### config.mk
export PLATFORM = sky130hd
export DESIGN_NAME = mindy_cfg_regs
export DESIGN_NICKNAME = d
export VERILOG_FILES = /design/src/rtl/mindy_cfg_pkg.sv /design/src/rtl/mindy_cfg_regs.sv
export SDC_FILE = /design/constraint.sdc
export NUM_CORES = 2
export LEC_CHECK = 0
export CAP_MARGIN = 20
export CELL_PAD_IN_SITES_DETAIL_PLACEMENT = 1
export CELL_PAD_IN_SITES_GLOBAL_PLACEMENT = 1
export CORE_ASPECT_RATIO = 1.5
export CORE_UTILIZATION = 49
export CTS_BUF_LIST = sky130_fd_sc_hd__clkbuf_16
export CTS_CLUSTER_SIZE = 30
export DETAILED_ROUTE_END_ITERATION = 7
export GPL_ROUTABILITY_DRIVEN = 1
export PLACE_DENSITY_LB_ADDON = 0.05
export SYNTH_ARGS = -nofsm -noshare
export SYNTH_HDL_FRONTEND = slang
export SYNTH_SLANG_ARGS = --single-unit
### constraint.sdc
create_clock -name clk -period 4.3 [get_ports clk]
set_clock_uncertainty 0.2 [all_clocks]
set_input_delay 0.86 -clock clk [delete_from_list [all_inputs] [get_ports clk]]
set_output_delay 0.86 -clock clk [all_outputs]
set_load 0.01 [all_outputs]
### src/rtl/mindy_cfg_pkg.sv
// Shared offsets, response codes, FSM state types and the WSTRB merge helper
// for the mindy_core configuration register file.
package mindy_cfg_pkg;

    localparam logic [7:0] OFS_ID          = 8'h00;
    localparam logic [7:0] OFS_CONTROL     = 8'h04;
    localparam logic [7:0] OFS_FRAME_SIZE  = 8'h08;
    localparam logic [7:0] OFS_PACKET_SIZE = 8'h0C;
    localparam logic [7:0] OFS_PPG         = 8'h10;
    localparam logic [7:0] OFS_SENSOR_HDR  = 8'h14;
    localparam logic [7:0] OFS_HDR_ENABLE  = 8'h18;
    localparam logic [7:0] OFS_RGN_BASE    = 8'h20;
    localparam logic [7:0] OFS_FC_BASE     = 8'h80;
    localparam int unsigned RGN_STRIDE     = 16;

    localparam logic [1:0]  RESP_OKAY      = 2'd0;
    localparam logic [1:0]  RESP_SLVERR    = 2'd2;
    localparam logic [1:0]  RESP_DECERR    = 2'd3;
    localparam logic [15:0] ID_MAGIC       = 16'h4D43;
    localparam logic [31:0] SENSOR_HDR_RST = 32'h0FAAF0AA;

    typedef enum logic [1:0] {W_IDLE, W_EXEC, W_RESP} wr_state_e;
    typedef enum logic       {R_IDLE, R_VALID}        rd_state_e;

    // Byte-lane merge: lanes with a set strobe bit take wdata, others keep old.
    function automatic logic [31:0] strb_merge(input logic [31:0] old,
                                               input logic [31:0] wdata,
                                               input logic [3:0]  wstrb);
        logic [31:0] m;
        for (int unsigned b = 0; b < 4; b++) begin
            m[8*b +: 8] = {8{wstrb[b]}};
        end
        return (old & ~m) | (wdata & m);
    endfunction

endpackage

### src/rtl/mindy_cfg_regs.sv
// AXI4-Lite configuration register file for mindy_core: staging registers,
// atomic COMMIT to the core-facing active set, CFG_LOCK write guard.
module mindy_cfg_regs
    import mindy_cfg_pkg::*;
#(
    parameter int unsigned NUM_RGN   = 3,
    parameter int unsigned NUM_CH    = 2,
    parameter logic [7:0]  ADDR_MASK = 8'hFF
) (
    input  logic                   clk,
    input  logic                   resetn,
    input  logic [32*NUM_CH-1:0]   FRAME_COUNT,
    input  logic                   CFG_LOCK,
    output logic [64*NUM_RGN-1:0]  RGN_ADDR,
    output logic [64*NUM_RGN-1:0]  RGN_SIZE,
    output logic [31:0]            FRAME_SIZE,
    output logic [15:0]            PACKET_SIZE,
    output logic [31:0]            PACKETS_PER_GROUP,
    output logic [31:0]            SENSOR_HDR,
    output logic                   SENSOR_HDR_ENABLE,
    output logic                   CFG_UPDATE,
    input  logic [31:0]            S_AXI_AWADDR,
    input  logic [2:0]             S_AXI_AWPROT,
    input  logic                   S_AXI_AWVALID,
    output logic                   S_AXI_AWREADY,
    input  logic [31:0]            S_AXI_WDATA,
    input  logic [3:0]             S_AXI_WSTRB,
    input  logic                   S_AXI_WVALID,
    output logic                   S_AXI_WREADY,
    output logic [1:0]             S_AXI_BRESP,
    output logic                   S_AXI_BVALID,
    input  logic                   S_AXI_BREADY,
    input  logic [31:0]            S_AXI_ARADDR,
    input  logic [2:0]             S_AXI_ARPROT,
    input  logic                   S_AXI_ARVALID,
    output logic                   S_AXI_ARREADY,
    output logic [31:0]            S_AXI_RDATA,
    output logic [1:0]             S_AXI_RRESP,
    output logic                   S_AXI_RVALID,
    input  logic                   S_AXI_RREADY
);

    wr_state_e   w_state_q;
    logic        aw_held_q, w_held_q, awready_q, wready_q, bvalid_q;
    logic [7:0]  aw_ofs_q;
    logic [31:0] w_data_q;
    logic [3:0]  w_strb_q;
    logic [1:0]  bresp_q, wr_resp_d;

    rd_state_e   r_state_q;
    logic        arready_q, rvalid_q;
    logic [31:0] rdata_q, rd_data_d;
    logic [1:0]  rresp_q, rd_resp_d;
    logic [7:0]  ar_ofs;

    logic [31:0] stg_frame_q, stg_ppg_q, stg_hdr_q;
    logic [15:0] stg_packet_q;
    logic        stg_hdr_en_q;
    logic [31:0] act_frame_q, act_ppg_q, act_hdr_q;
    logic [15:0] act_packet_q;
    logic        act_hdr_en_q, cfg_update_q;

    logic                     w_cfg_hit, stg_we, commit;
    logic [NUM_RGN-1:0]       w_rgn_hit, r_rgn_hit;
    logic [NUM_CH-1:0]        w_fc_hit, r_fc_hit;
    logic [NUM_RGN-1:0][31:0] rgn_rdata;
    logic [NUM_CH-1:0][31:0]  fc_rdata;

    logic unused_in;
    assign unused_in = ^{S_AXI_AWPROT, S_AXI_ARPROT, S_AXI_AWADDR[31:8], S_AXI_ARADDR[31:8]};

    assign ar_ofs = S_AXI_ARADDR[7:0] & ADDR_MASK & 8'hFC;

    assign w_cfg_hit = (aw_ofs_q == OFS_FRAME_SIZE) || (aw_ofs_q == OFS_PACKET_SIZE) ||
                       (aw_ofs_q == OFS_PPG) || (aw_ofs_q == OFS_SENSOR_HDR) ||
                       (aw_ofs_q == OFS_HDR_ENABLE);
    assign stg_we = (w_state_q == W_EXEC) && !CFG_LOCK && (w_cfg_hit || (|w_rgn_hit));
    assign commit = (w_state_q == W_EXEC) && (aw_ofs_q == OFS_CONTROL) && w_data_q[0] && !CFG_LOCK;

    for (genvar r = 0; r < NUM_RGN; r++) begin : g_rgn
        localparam logic [7:0] BASE = OFS_RGN_BASE + 8'(r * RGN_STRIDE);
        logic [63:0] stg_addr_q, stg_size_q, act_addr_q, act_size_q;
        logic [31:0] r_word;

        assign w_rgn_hit[r] = (aw_ofs_q & 8'hF0) == BASE;
        assign r_rgn_hit[r] = (ar_ofs & 8'hF0) == BASE;

        // Region staging writes (H/L halves) and commit to the active copy.
        always_ff @(posedge clk or negedge resetn) begin
            if (!resetn) begin
                stg_addr_q <= '0;
                stg_size_q <= '0;
                act_addr_q <= '0;
                act_size_q <= '0;
            end else begin
                if (stg_we && w_rgn_hit[r]) begin
                    case (aw_ofs_q[3:2])
                        2'd0:    stg_addr_q[63:32] <= strb_merge(stg_addr_q[63:32], w_data_q, w_strb_q);
                        2'd1:    stg_addr_q[31:0]  <= strb_merge(stg_addr_q[31:0],  w_data_q, w_strb_q);
                        2'd2:    stg_size_q[63:32] <= strb_merge(stg_size_q[63:32], w_data_q, w_strb_q);
                        default: stg_size_q[31:0]  <= strb_merge(stg_size_q[31:0],  w_data_q, w_strb_q);
                    endcase
                end
                if (commit) begin
                    act_addr_q <= stg_addr_q;
                    act_size_q <= stg_size_q;
                end
            end
        end

        // Select the staging word addressed by the read offset.
        always_comb begin
            case (ar_ofs[3:2])
                2'd0:    r_word = stg_addr_q[63:32];
                2'd1:    r_word = stg_addr_q[31:0];
                2'd2:    r_word = stg_size_q[63:32];
                default: r_word = stg_size_q[31:0];
            endcase
        end

        assign rgn_rdata[r]          = r_rgn_hit[r] ? r_word : '0;
        assign RGN_ADDR[64*r +: 64]  = act_addr_q;
        assign RGN_SIZE[64*r +: 64]  = act_size_q;
    end

    for (genvar c = 0; c < NUM_CH; c++) begin : g_fc
        localparam logic [7:0] FC_OFS = OFS_FC_BASE + 8'(4 * c);
        assign w_fc_hit[c] = aw_ofs_q == FC_OFS;
        assign r_fc_hit[c] = ar_ofs == FC_OFS;
        assign fc_rdata[c] = r_fc_hit[c] ? FRAME_COUNT[32*c +: 32] : '0;
    end

    // Write response: read-only and locked targets SLVERR, unmapped DECERR.
    always_comb begin
        wr_resp_d = RESP_DECERR;
        if (aw_ofs_q == OFS_CONTROL) begin
            wr_resp_d = (w_data_q[0] && CFG_LOCK) ? RESP_SLVERR : RESP_OKAY;
        end else if ((aw_ofs_q == OFS_ID) || (|w_fc_hit)) begin
            wr_resp_d = RESP_SLVERR;
        end else if (w_cfg_hit || (|w_rgn_hit)) begin
            wr_resp_d = CFG_LOCK ? RESP_SLVERR : RESP_OKAY;
        end
    end

    // Read mux over staging values, ID, CONTROL and live frame counters.
    always_comb begin
        rd_data_d = '0;
        rd_resp_d = RESP_OKAY;
        case (ar_ofs)
            OFS_ID:          rd_data_d = {ID_MAGIC, 8'(NUM_CH), 8'(NUM_RGN)};
            OFS_CONTROL:     rd_data_d = {31'b0, CFG_LOCK};
            OFS_FRAME_SIZE:  rd_data_d = stg_frame_q;
            OFS_PACKET_SIZE: rd_data_d = {16'b0, stg_packet_q};
            OFS_PPG:         rd_data_d = stg_ppg_q;
            OFS_SENSOR_HDR:  rd_data_d = stg_hdr_q;
            OFS_HDR_ENABLE:  rd_data_d = {31'b0, stg_hdr_en_q};
            default: begin
                for (int unsigned i = 0; i < NUM_RGN; i++) rd_data_d = rd_data_d | rgn_rdata[i];
                for (int unsigned i = 0; i < NUM_CH; i++)  rd_data_d = rd_data_d | fc_rdata[i];
                if (!((|r_rgn_hit) || (|r_fc_hit))) rd_resp_d = RESP_DECERR;
            end
        endcase
    end

    // Scalar staging registers take strobe-merged write data.
    always_ff @(posedge clk or negedge resetn) begin
        if (!resetn) begin
            stg_frame_q  <= '0;
            stg_packet_q <= '0;
            stg_ppg_q    <= '0;
            stg_hdr_q    <= SENSOR_HDR_RST;
            stg_hdr_en_q <= 1'b0;
        end else if (stg_we) begin
            case (aw_ofs_q)
                OFS_FRAME_SIZE:  stg_frame_q  <= strb_merge(stg_frame_q, w_data_q, w_strb_q);
                OFS_PACKET_SIZE: stg_packet_q <= 16'(strb_merge({16'b0, stg_packet_q}, w_data_q, w_strb_q));
                OFS_PPG:         stg_ppg_q    <= strb_merge(stg_ppg_q, w_data_q, w_strb_q);
                OFS_SENSOR_HDR:  stg_hdr_q    <= strb_merge(stg_hdr_q, w_data_q, w_strb_q);
                OFS_HDR_ENABLE:  stg_hdr_en_q <= 1'(strb_merge({31'b0, stg_hdr_en_q}, w_data_q, w_strb_q));
                default: ;
            endcase
        end
    end

    // Active set copies staging on COMMIT; CFG_UPDATE marks that edge.
    always_ff @(posedge clk or negedge resetn) begin
        if (!resetn) begin
            act_frame_q  <= '0;
            act_packet_q <= '0;
            act_ppg_q    <= '0;
            act_hdr_q    <= SENSOR_HDR_RST;
            act_hdr_en_q <= 1'b0;
            cfg_update_q <= 1'b0;
        end else begin
            cfg_update_q <= commit;
            if (commit) begin
                act_frame_q  <= stg_frame_q;
                act_packet_q <= stg_packet_q;
                act_ppg_q    <= stg_ppg_q;
                act_hdr_q    <= stg_hdr_q;
                act_hdr_en_q <= stg_hdr_en_q;
            end
        end
    end

    // Write channel FSM: independent AW/W capture, execute, hold response.
    always_ff @(posedge clk or negedge resetn) begin
        if (!resetn) begin
            w_state_q <= W_IDLE;
            aw_held_q <= 1'b0;
            w_held_q  <= 1'b0;
            aw_ofs_q  <= '0;
            w_data_q  <= '0;
            w_strb_q  <= '0;
            awready_q <= 1'b1;
            wready_q  <= 1'b1;
            bvalid_q  <= 1'b0;
            bresp_q   <= RESP_OKAY;
        end else begin
            case (w_state_q)
                W_IDLE: begin
                    if (S_AXI_AWVALID && awready_q) begin
                        aw_ofs_q  <= S_AXI_AWADDR[7:0] & ADDR_MASK & 8'hFC;
                        aw_held_q <= 1'b1;
                        awready_q <= 1'b0;
                    end
                    if (S_AXI_WVALID && wready_q) begin
                        w_data_q <= S_AXI_WDATA;
                        w_strb_q <= S_AXI_WSTRB;
                        w_held_q <= 1'b1;
                        wready_q <= 1'b0;
                    end
                    if (aw_held_q && w_held_q) w_state_q <= W_EXEC;
                end
                W_EXEC: begin
                    bvalid_q  <= 1'b1;
                    bresp_q   <= wr_resp_d;
                    w_state_q <= W_RESP;
                end
                W_RESP: begin
                    if (S_AXI_BREADY) begin
                        bvalid_q  <= 1'b0;
                        aw_held_q <= 1'b0;
                        w_held_q  <= 1'b0;
                        awready_q <= 1'b1;
                        wready_q  <= 1'b1;
                        w_state_q <= W_IDLE;
                    end
                end
                default: w_state_q <= W_IDLE;
            endcase
        end
    end

    // Read channel FSM: data and response captured at the AR handshake.
    always_ff @(posedge clk or negedge resetn) begin
        if (!resetn) begin
            r_state_q <= R_IDLE;
            arready_q <= 1'b1;
            rvalid_q  <= 1'b0;
            rdata_q   <= '0;
            rresp_q   <= RESP_OKAY;
        end else begin
            case (r_state_q)
                R_IDLE: begin
                    if (S_AXI_ARVALID) begin
                        rdata_q   <= rd_data_d;
                        rresp_q   <= rd_resp_d;
                        rvalid_q  <= 1'b1;
                        arready_q <= 1'b0;
                        r_state_q <= R_VALID;
                    end
                end
                R_VALID: begin
                    if (S_AXI_RREADY) begin
                        rvalid_q  <= 1'b0;
                        arready_q <= 1'b1;
                        r_state_q <= R_IDLE;
                    end
                end
                default: r_state_q <= R_IDLE;
            endcase
        end
    end

    assign FRAME_SIZE        = act_frame_q;
    assign PACKET_SIZE       = act_packet_q;
    assign PACKETS_PER_GROUP = act_ppg_q;
    assign SENSOR_HDR        = act_hdr_q;
    assign SENSOR_HDR_ENABLE = act_hdr_en_q;
    assign CFG_UPDATE        = cfg_update_q;
    assign S_AXI_AWREADY     = awready_q;
    assign S_AXI_WREADY      = wready_q;
    assign S_AXI_BVALID      = bvalid_q;
    assign S_AXI_BRESP       = bresp_q;
    assign S_AXI_ARREADY     = arready_q;
    assign S_AXI_RVALID      = rvalid_q;
    assign S_AXI_RDATA       = rdata_q;
    assign S_AXI_RRESP       = rresp_q;

endmodule

==> metrics.md <==
| Metric | Value |
|---|---|
| Outcome | `finished, violations left` |
| Failing checks | `negative hold slack` |
| TritonCTS clock tree | `built` |
| DR iter-0 viols | `1498` |
| First-pass GRT wire length | `226.1 mm` |
| YS warnings | `0` |
| Root Buffer | `clkbuf_16` |
| Vert. Die Dim | `379.8 um` |
| # H-tree levels | `3` |
| Mean post-synth cell area | `about 16 um2` |
| Post-synth top cells | `1047 x dfrtp_1, 732 x mux2_2, 300 x mux2_4, 104 x clkbuf_1, 96 x mux4_2` |
| Clock power share | `0.379` |
| GRT Util Overall | `0.3212` |
| Peak supply drop | `0.3532 mV` |
| Top post-synthesis cells by area | `dfrtp_1 56%, mux2_2 18%, mux2_4 9.7%, mux4_2 4.6%, dfstp_2 2.0%` |
| Asr flop ratio synth | `1.000` |
| Synth area leader | `dfrtp_1` |
| Multiplexer share of the synthesized area | `0.3301` |
| Seq/Total Area, Yosys | `0.5818` |
| Placer Congestion | `0.8587` |
| Maximum Capacitance Violations | `0` |
| Core region area | `about 94000 um2` |
| R2r startpoint | `aw_ofs_q[7]$_DFFE_PN0P_` |
| Fin crit period | `approximately 3.3 ns` |
| Adder-Cell Fraction of Synth Area | `0` |
| NetSw | `0.006661 W` |
| Terminus of the critical flop-to-flop path | `g_rgn[1].act_addr_q[37]$_DFFE_PN0P_` |
| Total power | `0.02374 W` |
| Fmax achieved | `305.5 MHz` |
| Post-CTS sizing | `0` |
| Worst-Skew Late Latency | `0.70 ns` |
| Post-Route WL | `152.8 mm` |
| Clock Pin Slew Worst Setup and Hold Paths | `~0.07 ns` |
| Final Hold Fails | `5` |
| CP max FO | `44` |
| Min-delay worst type | `in2async` |
| RSZ-0062 raised after global routing | `no` |
| Final Setup Violations | `0` |
| Worst Max-Slew Pin Slew | `between 1 and 1.5 ns` |
| Main combinational cell family by area after synthesis | `multiplexers` |
| Post-synth EDFFs | `0` |
| FF-to-FF path depth | `6` |
| # nets final | `3817` |
| Compound-Gate Fraction of Synth Area | `0.02834` |
| Hpwl dp | `104.9 mm` |
| Slew HR | `0.2873` |
| Data arrival, critical path | `3.64 ns` |
| Starting density of the core | `0.4945` |
| Post-synthesis xor/xnor area fraction | `0` |
| Register bit total from synthesis | `1082` |
| Internal power | `0.01708 W` |
| CTS Sinks | `1082` |
| WL per Instance | `30.66 um` |
| Crit-path cells | `nor2_8, nand3_1, or4_4, buf_12, buf_4, mux2_4` |
| Area growth from synthesis to layout | `25.16%` |
| Fillcell total | `8565` |
| Yosys cell types | `53` |
| Synth Cell Area | `46620 um2` |
| Pwr dens | `406.9 nW/um2` |
| Most used DFF post-synth | `dfrtp_1` |
| Comb pwr share | `0.104` |
| Total iterations of the first detailed-routing run | `7` |
| Largest net degree at the start of global routing | `99` |
| CP max-delay cell | `or4_4` |
| Initial antenna violation count | `9` |
| Cell Rows | `138` |
| DR vias/cell | `5.803` |
| Post-DRT Antenna Nets | `0` |
| Post-route setup TNS | `0 ns` |
| Syn nets | `between 3000 and 4000` |
| Multi-input gate area | `18340 um2` |
| Residual DRC count | `0` |
| Top-count cell post-synth | `dfrtp_1` |
| P_leak | `28.03 nW` |
| Crit Path Class | `reg2reg` |
| Vias in the first global route | `approximately 32000` |
| # port buffers | `between 600 and 700` |
| Gr ovfl total | `0` |
| Layout cells sized above 1 | `0.4014` |
| Post-Syn Instances | `2939` |
| Register area | `27120 um2` |
| Boundary Pins | `717` |
| Worst hold margin | `-0.04399 ns` |
| WP buf/inv | `2` |
| Crit share post-route | `0.7613` |
| Via count | `28924` |
| Full die area | `96400 um2` |
| Post-CTS setup buffer count | `0` |
| Post-Synth Simple-Gate Area | `0.03296` |
| Worst EP required | `4.67 ns` |
| Crit end category | `register` |
| Sw Share | `0.2806` |
| Delay-heaviest family, CP | `simple AND/OR/NAND/NOR gates` |
| Setup WS post-layout | `1.026 ns` |
| Seq pwr share | `0.517` |
| Worst slack, placed | `0.5086 ns` |
| Final Max Tran Viols | `0` |
| Yosys top cell area share | `0.5620` |
| Type of element launching the critical path | `register` |
| Clk buf depth | `3` |
| Max incr delay on CP | `0.79 ns` |
| Num CTS Buffers | `104` |
| Worst R2R Setup Slack | `1.03 ns` |
| Count of hold-fix buffers inserted at cts | `0` |
| DIE WIDTH | `253.8 um` |
[through the flow]
stage	utilization	std cells	instance area, um2	hold slack [ns]
after detailed placement	0.5844	4793	55090	0.2640
final	0.6189	4984	58350	-0.04399
after CTS	0.6188	4982	58340	0.07450
after floorplan	-	2939	46620	0.2420
after global placement	0.5844	4793	55090	0.2538
after global routing	0.6189	4984	58350	0.03981
[kinds of logic (layout without fill, tap and decap cells)]
group                  count (synthesis)  in the layout
AO/OA/AOI/OAI                        160            160
buffers and inverters                246           1029
flip-flops                          1082           1082
multiplexers                        1176           1176
other                                  0              2
AND/OR/NAND/NOR                      275            275
[cell type report]
type                            count  area share
Multi-Input combinational cell   1611      0.3144
Inverter                           57    0.003667
Antenna cell                        2  0.00008578
Timing Repair Buffer              783      0.1343
Sequential cell                  1082      0.4648
Tap cell                         1260     0.02702
Clock buffer                      105     0.04503
Clock inverter                     84     0.01068
[metal layers]
metal  vias to the layer above  share of wire  track usage
met5                         -        0.00049            0
met4                        14          0.045       0.1408
met3                       273          0.065      0.07650
met2                       881           0.49       0.5302
met1                     15649           0.40       0.4004
li1                      12107              -            -
[cell usage in the layout (no fill, tap or decap), types with 62 or more instances in the layout]
master	synthesis	layout
mux4_2	96	96
inv_1	57	77
mux2_2	732	732
clkdlybuf4s50_1	0	655
buf_4	7	101
nand2_1	94	92
mux2_4	300	300
nor3_1	63	62
clkbuf_16	0	105
dfrtp_1	1047	1047
[power by group through the flow]
stage                     sequential, W  clock [W]  combinational [W]
final                            0.0123    0.00899            0.00247
after global routing             0.0124    0.00948            0.00265
after CTS                        0.0123    0.00914            0.00249
after detailed placement         0.0124          0            0.00247
after global placement           0.0123          0            0.00237
after floorplan                  0.0116          0            0.00179
[how the worst max path moves through the flow]
stage                                                     end                     from  depth (start not counted)
after floorplan                   S_AXI_RDATA[10]$_DFFE_PN0P_          S_AXI_ARADDR[2]                          6
after global placement            S_AXI_RDATA[30]$_DFFE_PN0P_          S_AXI_ARADDR[7]                          6
after detailed placement          S_AXI_RDATA[30]$_DFFE_PN0P_          S_AXI_ARADDR[7]                          6
after CTS                 g_rgn[1].act_addr_q[37]$_DFFE_PN0P_  aw_ofs_q[7]$_DFFE_PN0P_                          6
after global routing       g_rgn[1].act_size_q[6]$_DFFE_PN0P_  aw_ofs_q[7]$_DFFE_PN0P_                          6
final                     g_rgn[1].act_addr_q[37]$_DFFE_PN0P_  aw_ofs_q[7]$_DFFE_PN0P_                          6
(Power assumes the default switching activity.)
